--- src/rtl/comp_accum.sv ---
// comp_accum: sums comp operand pairs over p_len-sample blocks into a 2-deep result FIFO; COMP_ACCUM_SAT_EN adds saturation
module comp_accum #(
  parameter int p_size = 1,
  parameter int p_len = 4,
  parameter int p_acc_w = 2*p_size+8
) (
  input  logic               clk,
  input  logic               rst,
  input  logic [2*p_size-1:0] i_a,
  input  logic [2*p_size-1:0] i_b,
  input  logic               i_dv,
  input  logic               i_clr,
  output logic [p_acc_w-1:0] o_sum,
  output logic               o_sat,
  output logic               o_valid,
  input  logic               i_ready,
  output logic [7:0]         o_cnt,
  output logic               o_ovf
);
  typedef enum logic {IDLE, ACC} state_t;
  state_t state, state_n;
  logic [2*p_size:0] term;
  logic [p_acc_w-1:0] acc, base, nxt;
  logic [p_acc_w-1:0] mem [2];
  logic last, done, pop, push, drop, full, wp, rp;
  logic [1:0] fcnt;
  assign term = {1'b0, i_a} + {1'b0, i_b};
  assign base = state == IDLE ? '0 : acc;
  assign last = o_cnt == 8'(p_len-1);
  assign done = i_dv && last && !i_clr;
  assign o_valid = fcnt != 2'd0;
  assign full = fcnt == 2'd2;
  assign pop = o_valid && i_ready && !i_clr;
  assign push = done && (!full || pop);
  assign drop = done && full && !pop;
  assign o_sum = o_valid ? mem[rp] : '0;
`ifdef COMP_ACCUM_SAT_EN
  logic blk_sat, blk_sat_n;
  logic [p_acc_w:0] raw;
  logic [1:0] sat_mem;
  assign raw = {1'b0, base} + (p_acc_w+1)'(term);
  assign blk_sat_n = blk_sat || raw[p_acc_w];
  assign nxt = blk_sat_n ? '1 : raw[p_acc_w-1:0];
  assign o_sat = o_valid && sat_mem[rp];
  // once a block overflows it stays clamped until the block ends
  always_ff @(posedge clk or negedge rst)
    if (!rst) blk_sat <= 1'b0;
    else if (i_clr || done) blk_sat <= 1'b0;
    else if (i_dv) blk_sat <= blk_sat_n;
  // per-entry saturation flag travels with its FIFO result
  always_ff @(posedge clk or negedge rst)
    if (!rst) sat_mem <= '0;
    else if (push) sat_mem[wp] <= blk_sat_n;
`else
  assign nxt = base + p_acc_w'(term);
  assign o_sat = 1'b0;
`endif
  // state register
  always_ff @(posedge clk or negedge rst)
    if (!rst) state <= IDLE;
    else state <= state_n;
  // next state: first sample enters ACC, completing sample returns to IDLE
  always_comb begin
    state_n = state;
    if (i_clr) state_n = IDLE;
    else if (i_dv) state_n = last ? IDLE : ACC;
  end
  // block accumulator and sample counter
  always_ff @(posedge clk or negedge rst)
    if (!rst) begin
      acc <= '0;
      o_cnt <= '0;
    end else if (i_clr || done) begin
      acc <= '0;
      o_cnt <= '0;
    end else if (i_dv) begin
      acc <= nxt;
      o_cnt <= o_cnt + 8'd1;
    end
  // result FIFO; a pop frees a slot for a push on the same edge
  always_ff @(posedge clk or negedge rst)
    if (!rst) begin
      mem <= '{default: '0};
      wp <= 1'b0;
      rp <= 1'b0;
      fcnt <= '0;
      o_ovf <= 1'b0;
    end else if (i_clr) begin
      wp <= 1'b0;
      rp <= 1'b0;
      fcnt <= '0;
      o_ovf <= 1'b0;
    end else begin
      if (push) mem[wp] <= nxt;
      wp <= wp ^ push;
      rp <= rp ^ pop;
      fcnt <= fcnt + {1'b0, push} - {1'b0, pop};
      o_ovf <= o_ovf | drop;
    end
endmodule
--- config.mk ---
export PLATFORM = sky130hd
export DESIGN_NAME = comp_accum
export DESIGN_NICKNAME = d
export VERILOG_FILES = /design/src/rtl/comp_accum.sv
export SDC_FILE = /design/constraint.sdc
export NUM_CORES = 1
export LEC_CHECK = 0
export BUFFER_PORTS_ARGS = -buffer_cell sky130_fd_sc_hd__buf_2
export CORE_MARGIN = 10
export CORE_UTILIZATION = 30
export DETAILED_ROUTE_END_ITERATION = 7
export PLACE_DENSITY = 0.55
export SYNTH_ARGS = -nofsm -noshare
export SYNTH_HDL_FRONTEND = slang
export SYNTH_SLANG_ARGS = --single-unit
--- constraint.sdc ---
create_clock -name clk -period 3.4 [get_ports clk]
set_input_delay 0.68 -clock clk [delete_from_list [all_inputs] [get_ports clk]]
set_output_delay 0.68 -clock clk [all_outputs]
set_load 0.1 [all_outputs]
==> Word-level counts from Yosys, hierarchy flattened <==
Index checks and enable logic that the tools add are counted.
{ "word_totals": {"wordCells": 61, "register_bits": 44, "out_inout_bits": 21} }
{ "classes": {"n_reduce_logical": 17, "n_eq_ne": 2, "magnitude_cmp": 3, "addsub": 5, "n_mux": 19, "bitwise_logic": 6} }
{ "ops": {"columns": ["op", "count"], "rows": [
  ["2-to-1 mux 10 bit", 8],
  ["bitwise mux 20 bit", 1],
  ["2-to-1 mux 8 bit", 2],
  ["adder 10 x 3 -> 10 bit", 1],
  ["demux 10 bit (select 1 bit)", 1],
  ["adder 8 x 1 -> 8 bit, second input constant", 1],
  ["== test 8 x 2 -> 1 bit, second input constant", 1],
  ["logical AND 1 bit", 8],
  ["2-to-1 mux 1 bit", 6],
  ["nonzero test 2 bit", 3],
  ["greater-or-equal comparator 2 bit, second input constant", 2],
  ["NOT 1 -> 2 bit", 2],
  ["adder 2 x 2 -> 3 bit", 1],
  ["logical NOT 1 bit", 3],
  ["adder 2 x 1 -> 2 bit", 1],
  ["== test 2 bit, second input constant", 1],
  ["logical OR 1 bit", 2],
  ["< comparator 2 x 1 -> 1 bit, second input constant", 1],
  ["2-to-1 mux 2 bit", 1],
  ["AND reduction 2 bit", 1],
  ["subtractor 2 x 1 -> 2 bit", 1],
  ["bitwise XOR 1 bit", 2],
  ["NOT 1 bit", 1],
  ["OR 1 bit", 1]
]} }

==> Longest topological paths before layout <==
Gate-level depths: netlist of the first run.
{ "logic_depth": {"depth_word": 8, "ltp_mapped": 10, "mapped_depth_nobuf": 9} }

==> Worst setup path before layout of the first run <==
Ideal clock, no wire load.
{ "synth_timing": {"path_type": "reg2out", "from": "register rp", "to": "output port o_sum[0]", "arrival_ps": 2198, "slack_ps": 522, "stages_incl_launch_ff": 4, "path_cell_list": "dfrtp_1 buf_1 mux2i_1 nor2_1"} }
{ "synth_between": {"elab_chain_len": 5} }
{ "synth_rtl": {"columns": ["element", "line_no", "rtl"], "rows": [
  ["start, declared", "25", "logic last, done, pop, push, drop, full, wp, rp;"],
  ["start signal, assigned", "96", "rp <= rp ^ pop;"],
  ["NOT 1 -> 2 bit (not written as such)", "36", "assign o_sum = o_valid ? mem[rp] : '0;"],
  ["2-to-1 mux 10 bit (not written as such) (3 in a row)", "36", null],
  ["2-to-1 mux 10 bit", "36", null],
  ["end, declared", "13", "output logic [p_acc_w-1:0] o_sum,"]
]} }
No other way between the ends. The select of a mux whose other input is x is not followed.

==> Worst setup path after layout of the first run <==
{ "layout_timing": {"from": "register state", "to": "register mem[5] (netlist name)"} }
{ "layout_between": {"elab_chain_len": 3} }
{ "layout_rtl": {"columns": ["element", "line_no", "rtl"], "rows": [
  ["start, declared", "21", "state_t state, state_n;"],
  ["start signal, assigned", "61", "else state <= state_n;"],
  ["2-to-1 mux 10 bit", "28", "assign base = state == IDLE ? '0 : acc;"],
  ["adder 10 x 3 -> 10 bit", "55", "assign nxt = base + p_acc_w'(term);"],
  ["bitwise mux 20 bit", "94", "if (push) mem[wp] <= nxt;"],
  ["end signal, assigned by index", "94", null],
  ["end, declared", "24", "logic [p_acc_w-1:0] mem [2];"]
]} }
No other way between the ends.
A chain may end at the register's enable or synchronous reset.

==> results of run 1 <==
-- per-stage QoR --
step | hold slack, ns | power (mW) | instance area (sq um)
after floorplan | 0.384 | 0.637 | 2330
after global placement | 0.464 | 0.671 | 2570
after detailed placement | 0.469 | 0.673 | 2570
after CTS | 0.490 | 1.09 | 2690
after global routing | 0.522 | 1.12 | 2690
final | 0.484 | 1.08 | 2690
-- final timing paths --
check	start	endpoint	slack [ns]
max	state	mem[5]	0.78
min	mem[13]	mem[13]	0.48
max reg2reg	state	mem[5]	0.78
min reg2reg	mem[13]	mem[13]	0.48
max in group asynchronous	rst	acc[0]	2.24
min in group asynchronous	rst	o_cnt[6]	0.54
-- report_power, final --
| part | total, mW | internal [mW] | switching, mW |
|---|---|---|---|
| combinational | 0.109 | 0.0338 | 0.0751 |
| sequential | 0.551 | 0.537 | 0.0135 |
| clock | 0.418 | 0.222 | 0.197 |
| total | 1.08 | 0.793 | 0.285 |
-- worst register-to-register path: stages, from the launching register on --
cell and delay, ns:
dfrtp_1 0.58, nand2_1 0.12, fa_1 0.49, inv_1 0.04, ha_1 0.21, fa_1 0.46
nand3_1 0.14, xor2_1 0.14, nor2_1 0.07, mux2_4 0.26
-- layout by cell type, fill, tap and decap left out, types with 2 or more instances in the layout --
cell       Yosys  layout
buf_2          2      28
nor2b_1        5       5
and2_1         2       2
dfrtp_1       44      44
o2111ai_1      2       2
and3_1         2       2
xnor2_1        6       6
a21oi_1        3       3
mux2_2        10      10
a22o_1         6       6
nor4b_4        2       2
o21ai_0       13      13
inv_1          8       8
nand4_1        4       4
ha_1           5       5
nor2_1        32      32
clkbuf_8       0       5
nor3_1         2       2
or2_2          2       2
nand2b_1       4       4
mux2_4         3       3
nand2_1       22      22
xor2_1        11      11
buf_4          1       2
fa_1           3       3
mux2i_1       11      11
-- cells by family after synthesis --
kind of cell	Yosys count	share of synthesized area, %
xor gates and xnor gates	17	6.38
DFF	44	47.2
adders and majority gates	8	5.26
muxes	24	11.5
and+or+nand+nor	80	17.3
other	1	0.161
buffers and inverters	18	3.17
AOI/OAI and AO/OA	30	9.01
-- sequential cells by signal (all words and copies together) (netlist names) --
signal / flops
mem: 20
acc: 10
state: 1
o_ovf: 1
rp: 1
o_cnt: 8
wp: 1
fcnt: 2
-- layer usage --
layer	vias up	global-route usage (%)	part of all wire, %
met1	796	11.4	48
met2	24	13.4	47
met5	-	0	0
li1	806	-	-
met3	6	2.86	4.4
met4	0	3.05	1.4
-- final cells by class --
type,count,area (sq um),share of cell area (%)
multi-input combinational,160,1160,43.1
sequential,44,1100,41.0
tap,102,128,4.75
clock inverter,3,46.3,1.72
inverter,8,30.0,1.12
timing repair buffer,30,155,5.78
clock buffer,5,68.8,2.56
==> out/results.ini, run 1 <==
[clock_tree]
post_cts_hold_buffer_count=0
clock_tree_from_tritoncts=done
clock_transition_time_at_the_flip_flop_clock_pins_of_the_worst_setup_and_hold_paths_ns=0.09
post_cts_resized=0
tritoncts.num_buffers=5
clk_path_buf_depth=2
cts.htree.levels=2
cts_setup_buffers=0
cts_root_buf=clkbuf_8
cts_num_sinks=44
clkLatencyLatePin_ns=0.30

[critical_path]
critical_path.n_buffers_inverters=1
launching_element_type_of_the_critical_path=flop
critPathMaxStageDelay_ns=0.58
cp_top_delay_family=adder cells
crit_required_ns=3.60
path_class=flop to flop
crit_chain=nand2_1, fa_1, inv_1, ha_1, fa_1, nand3_1, xor2_1, nor2_1, mux2_4
worstPathArrival_ns=2.81
path_depth=9
r2r_cells=9
setup.worst_path.end_class=flop
critical-path-slowest-cell=dfrtp_1
timing.critical_path.fanout_max=11
cp_common_cell=fa_1

[finish]
instances_no_fill=352
insertedDiodeCount=0
fin_util_pct=35.1
area_delta_synth_final_pct=15.2
fill_cells=783
layout.nets=266
drive_above_1_share_pct=23.2

[grt]
grt_max_degree=45
globalRouteOverflowTotal=0
grt_pass1_vias=1656
antenna_violations_before_repair=0
first_pass_grt_wire_length_um=8250
gr-usage-all-layers_pct=8.78

[sta]
timing.final.hold_violations=0
final_clock_skew_ns=0.00704
finalSetupViolations=0
maximum_clock_rate_mhz=382
grt_setup_unrepaired=false
post-route-period-util_pct=76.9
fin_tns_setup_ns=0
timing.final.crit_period_ns=2.62
post-route-worst-setup-slack_ns=0.784
tightest_slew_ns=0.997
timing_max_transition_violations_final=0
timing.slew.headroom_pct=33.5

[routing]
post-route-drc-count=0
avgRoutedWirePerCell_um=13.9
drt.antenna.violating_nets=0
via_count=1632
routed_wl_um=4890
drt-vias-per-instance=4.64
drtPass1Iterations=4
drt_iter0_drc=57

[status]
run_status=finished clean

[die]
floorplan.core_area_sq_um=7650
initial_core_util_pct=30.5
chipWidth_um=108
io-pin-count=30
die_footprint_sq_um=11700
die_h_um=108
row_count=32

[synth]
synth.top_cell.area_share_pct=47.2
synth.largest_area_cell=dfrtp_1
post_synthesis_instance_area_sq_um=2330
dominantRegCellSynth=dfrtp_1
asyncSetResetFlopFracSynth_pct=100
synth_seq_area_share_pct=47.2
synth_enable_flop_cells=0
synth.most_common_cell=dfrtp_1
synth.lib_cells_used.distinct=37
synthesis.yosys.warnings=0
synthCells=222
syn-num-nets=239
synth_area_leaders=dfrtp_1 (47%), nor2_1 (5.2%), mux2_2 (4.8%)
synth_top_cells_by_count=dfrtp_1 (44), nor2_1 (32), nand2_1 (22), o21ai_0 (13)
ys_ff_latch=44
synthesis.area_per_instance_sq_um=10.5

[min_path]
min_delay_path_depth=2
worst_min_delay_path_category=flop to flop

[place]
pre_cts_slack_ns=0.612
detailed_place_hpwl_um=3570
placed_instances=344
io_buffer_count=28
place.gp.congestion=0.748

[job]
maxCapViolCount=0

[power]
p_leak_nw=1.26
peak_supply_drop_mv=0.156
powerDensity_nw_per_um2=401

No activity file was read; power rests on OpenSTA's default activity.
==> inputs of run 2 (changes only) <==
==> constraint.sdc (replaced) <==
create_clock -name clk -period 2.7 [get_ports clk]
set_input_delay 0.54 -clock clk [delete_from_list [all_inputs] [get_ports clk]]
set_output_delay 0.54 -clock clk [all_outputs]
set_load 0.1 [all_outputs]
==> out/results.ini, run 2 (synthesized netlist as in run 1, its figures left out) <==
[finish]
reg_top3=mem (20), acc (10), o_cnt (8)
most_frequent_standard_cell_in_the_layout_excluding_fill_and_tap_cells=dfrtp_1
fin_util_pct=35.9
top_library_cells_by_usage_in_the_layout_fill_and_taps_aside=dfrtp_1 (44), buf_2 (28), nand2_1 (22)
max_ffs_per_register=20
area_delta_synth_final_pct=17.7
instances_no_fill=356
insertedDiodeCount=0
drive_above_1_share_pct=28.7
largest_register=mem
layout.nets=270
design_area_sq_um=2740

[clock_tree]
cts_num_sinks=44
clock_transition_time_at_the_flip_flop_clock_pins_of_the_worst_setup_and_hold_paths_ns=0.09
clk_path_buf_depth=2
tritoncts.num_buffers=5
post_cts_hold_buffer_count=0
clkLatencyLatePin_ns=0.30
cts.htree.levels=2
cts_root_buf=clkbuf_8
clock_tree_from_tritoncts=done

[die]
io-pin-count=30
row_count=32
chipWidth_um=108
die_h_um=108
initial_core_util_pct=30.5
die_footprint_sq_um=11700
floorplan.core_area_sq_um=7650

[sta]
maximum_clock_rate_mhz=424
finalSetupViolations=0
fin_tns_setup_ns=0
timing.slew.headroom_pct=47.0
tightest_slew_ns=0.795
final_clock_skew_ns=0.00665
timing.final.crit_period_ns=2.36
post-route-period-util_pct=87.4
timing.final.hold_violations=0
timing_max_transition_violations_final=0
post-route-worst-setup-slack_ns=0.339
grt_setup_unrepaired=false

[power]
sequentialPowerShare_pct=50.9
net-switching-power_mw=0.353
pwr-share-clk_pct=38.3
peak_supply_drop_mv=0.300
p_leak_nw=1.28
p_sw_share_pct=26.1
cell_internal_power_mw=1.00
comb_power_share_pct=10.7
powerDensity_nw_per_um2=494

[place]
placed_instances=348
detailed_place_hpwl_um=3800
pre_cts_slack_ns=0.0533
place.gp.congestion=0.757
io_buffer_count=28
placement.cell_area_sq_um=2630

[routing]
post-route-drc-count=0
drt-vias-per-instance=4.61
drtPass1Iterations=4
drt.antenna.violating_nets=0
via_count=1642
routed_wl_um=4900
drt_iter0_drc=46
avgRoutedWirePerCell_um=13.8

[grt]
globalRouteOverflowTotal=0
first_pass_grt_wire_length_um=8570
antenna_violations_before_repair=0
grt_pass1_vias=1722
gr-usage-all-layers_pct=8.99
grt_max_degree=29

[status]
run_status=finished clean

[critical_path]
timing.critical_path.fanout_max=5
launching_element_type_of_the_critical_path=flop
setup.worst_path.end_class=flop
worstPathArrival_ns=2.55
path_class=flop to flop
crit_required_ns=2.89

[job]
maxCapViolCount=0

[min_path]
worst_min_delay_path_category=input port to async pin

==> run 2: area by class of cell <==
class                           count  area, sq um
Multi-Input combinational cell    160         1180
Timing Repair Buffer               34          185
Sequential cell                    44         1100
Tap cell                          102          128
Fill cell                         781         4900
Clock inverter                      3         46.3
Inverter                            8         30.0
Clock buffer                        5         68.8
==> run 2: worst paths after layout <==
check                                end  cells past startpoint     from  slack [ns]
worst max-delay path              mem[7]                      9    state        0.34
worst min-delay path            o_cnt[2]                      1      rst        0.15
worst max register to register    mem[7]                      9    state        0.34
worst min register to register   mem[19]                      2  mem[19]        0.49
max in group asynchronous         mem[8]                      2      rst        1.85
min in group clk                 mem[19]                      2  mem[19]        0.49
==> run 2: routing by layer <==
| metal | GRT usage, % | part of all wire (%) | up-vias |
|---|---|---|---|
| li1 | - | - | 815 |
| met1 | 11.9 | 48 | 795 |
| met2 | 13.8 | 46 | 24 |
| met3 | 2.50 | 3.9 | 8 |
| met4 | 2.86 | 1.6 | 0 |
| met5 | 0 | 0 | - |
==> run 2: timing repair <==
action                                  4_1_cts  5_1_grt
endpoints found under the setup margin        0        6
setup buffers                                 0        0
resized for setup                             0        1
==> run 2: worst max-delay path, stage by stage (launching register included) <==
cell and delay (ns):
dfrtp_1 0.38, nand2_1 0.07, fa_1 0.48, inv_1 0.04, ha_1 0.21, fa_1 0.46
nand2_1 0.12, nor2_1 0.07, xnor2_1 0.15, mux2_4 0.27
==> run 2: power groups by stage <==
stage	registers [mW]	logic [mW]	clock network, mW
floorplan	0.720	0.0848	0
global placement	0.703	0.148	0
detailed placement	0.704	0.149	0
CTS	0.690	0.150	0.542
global route	0.693	0.164	0.559
finish	0.690	0.145	0.519
==> run 2: metrics by stage <==
stage | hold slack, ns | total power, mW
after floorplan | 0.244 | 0.804
after global placement | 0.460 | 0.851
after detailed placement | 0.472 | 0.853
after CTS | 0.151 | 1.38
after global routing | 0.168 | 1.42
final | 0.146 | 1.35
==> inputs of run 3 (changes only) <==
--- a/config.mk
+++ b/config.mk
@@ -6,10 +6,10 @@
 export NUM_CORES = 1
 export LEC_CHECK = 0
 export BUFFER_PORTS_ARGS = -buffer_cell sky130_fd_sc_hd__buf_2
-export CORE_MARGIN = 10
-export CORE_UTILIZATION = 30
+export CORE_MARGIN = 1
+export CORE_UTILIZATION = 35
 export DETAILED_ROUTE_END_ITERATION = 7
-export PLACE_DENSITY = 0.55
+export PLACE_DENSITY = 0.61
 export SYNTH_ARGS = -nofsm -noshare
 export SYNTH_HDL_FRONTEND = slang
 export SYNTH_SLANG_ARGS = --single-unit
==> out/results.ini, run 3 (synthesized netlist as in run 1, its figures left out) <==
[clock_tree]
clock_tree_from_tritoncts=done
cts_root_buf=clkbuf_8
cts.htree.levels=2
clock_transition_time_at_the_flip_flop_clock_pins_of_the_worst_setup_and_hold_paths_ns=0.08
tritoncts.num_buffers=5
clk_path_buf_depth=2
cts_setup_buffers=0
cts_num_sinks=44
clkLatencyLatePin_ns=0.30
post_cts_hold_buffer_count=0
post_cts_resized=0

[critical_path]
timing.critical_path.fanout_max=11
reg2reg_setup_slack_ns=0.36
terminus_of_the_critical_flop_to_flop_path=mem[5]
path_class=flop to output port
setup.worst_path.end_class=output port
worstPathArrival_ns=1.98
worstSetupEndpoint=o_valid
r2r_cells=9
launching_element_type_of_the_critical_path=flop
crit-reg2reg-launch=state
worst_setup_path_startpoint=fcnt[1]
crit_required_ns=2.16

[sta]
grt_setup_unrepaired=false
tightest_slew_ns=1.10
timing.final.crit_period_ns=2.52
finalSetupViolations=0
timing_max_transition_violations_final=0
timing.slew.headroom_pct=26.6
fin_tns_setup_ns=0
post-route-period-util_pct=93.3
worst_hold_slack_ns=0.160
timing.final.hold_violations=0
final_clock_skew_ns=0.00532
maximum_clock_rate_mhz=397

[power]
net-switching-power_mw=0.353
p_sw_share_pct=28.0
powerDensity_nw_per_um2=468
pwr-share-clk_pct=33.4
p_leak_nw=1.27
cell_internal_power_mw=0.907
totalPowerFinal_mw=1.26
sequentialPowerShare_pct=54.9
peak_supply_drop_mv=0.225
comb_power_share_pct=11.8

[place]
detailed_place_hpwl_um=3360
io_buffer_count=28
placement.cell_area_sq_um=2600
place.gp.congestion=0.805

[status]
run_status=finished clean

[routing]
routed_wl_um=4590
drt-vias-per-instance=5.05
drt_iter0_drc=77
via_count=1676
post-route-drc-count=0
avgRoutedWirePerCell_um=13.8
drtPass1Iterations=4
drt.antenna.violating_nets=0

[die]
die_h_um=83.6
io-pin-count=30
initial_core_util_pct=36.5
die_footprint_sq_um=6990
floorplan.core_area_sq_um=6390
chipWidth_um=83.6
row_count=29

[grt]
grt_pass1_vias=1658
antenna_violations_before_repair=0
gr-usage-all-layers_pct=14.4
globalRouteOverflowTotal=0
grt_max_degree=28
first_pass_grt_wire_length_um=8050

[finish]
layout.nets=271
area_delta_synth_final_pct=15.6
insertedDiodeCount=0
seq_area_sq_um=1100
fill_cells=646
max_ffs_per_register=20
most_frequent_standard_cell_in_the_layout_excluding_fill_and_tap_cells=dfrtp_1
reg_top3=mem (20), acc (10), o_cnt (8)
largest_register=mem
top_library_cells_by_usage_in_the_layout_fill_and_taps_aside=dfrtp_1 (44), buf_2 (28), nor2_1 (22), nand2_1 (22), o21ai_0 (13)
drive_above_1_share_pct=28.6
multi_input_comb_area_sq_um=1180
design_area_sq_um=2700

[min_path]
worst_min_delay_path_category=input port to async pin

[job]
maxCapViolCount=0

## run 3: cell types whose count changed in the layout (fill, tap and decap cells not counted)
| cell | before | now |
|---|---|---|
| nor2_2 | 11 | 10 |
| bufinv_16 | 1 | 0 |
| clkinv_4 | 0 | 1 |
| buf_4 | 6 | 7 |
| clkinvlp_4 | 1 | 2 |
| inv_6 | 1 | 0 |
| nor2_1 | 21 | 22 |
## run 3: worst min-delay path by stage
stage	slack, ns	to	startpoint
final	0.16	mem[1]	rst
after global routing	0.17	mem[1]	rst
after detailed placement	0.47	mem[3]	mem[3]
after global placement	0.46	mem[3]	mem[3]
after floorplan	0.24	acc[0]	rst
after CTS	0.17	mem[1]	rst
## run 3: power by group through the flow
stage,Clock [mW],Sequential [mW],Combinational (mW)
final,0.420,0.691,0.149
after detailed placement,0,0.705,0.150
after global routing,0.464,0.694,0.164
after CTS,0.434,0.691,0.150
after global placement,0,0.704,0.147
after floorplan,0,0.720,0.0848
## run 3: cell type report
class,count,area share [%]
inverter,8,1.11
tap,77,3.57
timing repair buffer,35,7.15
multi-input combinational,160,43.9
clock buffer,5,2.55
sequential,44,40.9
clock inverter,3,0.882
## run 3: routing by layer
metal	wire length [um]	GRT usage (%)	up-vias
met5	0	0	-
met4	71	5.08	0
met3	175	2.87	6
met2	2130	22.1	25
met1	2210	20.2	826
li1	-	-	819
## run 3: metrics by stage
stage               worst slack [ns]  std cells  util (%)
finish                         0.180        332      42.2
global route                  0.0209        332      42.2
CTS                            0.129        332      42.2
detailed placement             0.102        324      40.8
global placement               0.113        324      40.8
floorplan                     0.0302        222         -
## run 3: critical path, stage by stage (launching register included)
cell     delay (ns)
dfrtp_1        0.42
nor2_1         0.85
inv_1          0.08
buf_2          0.33
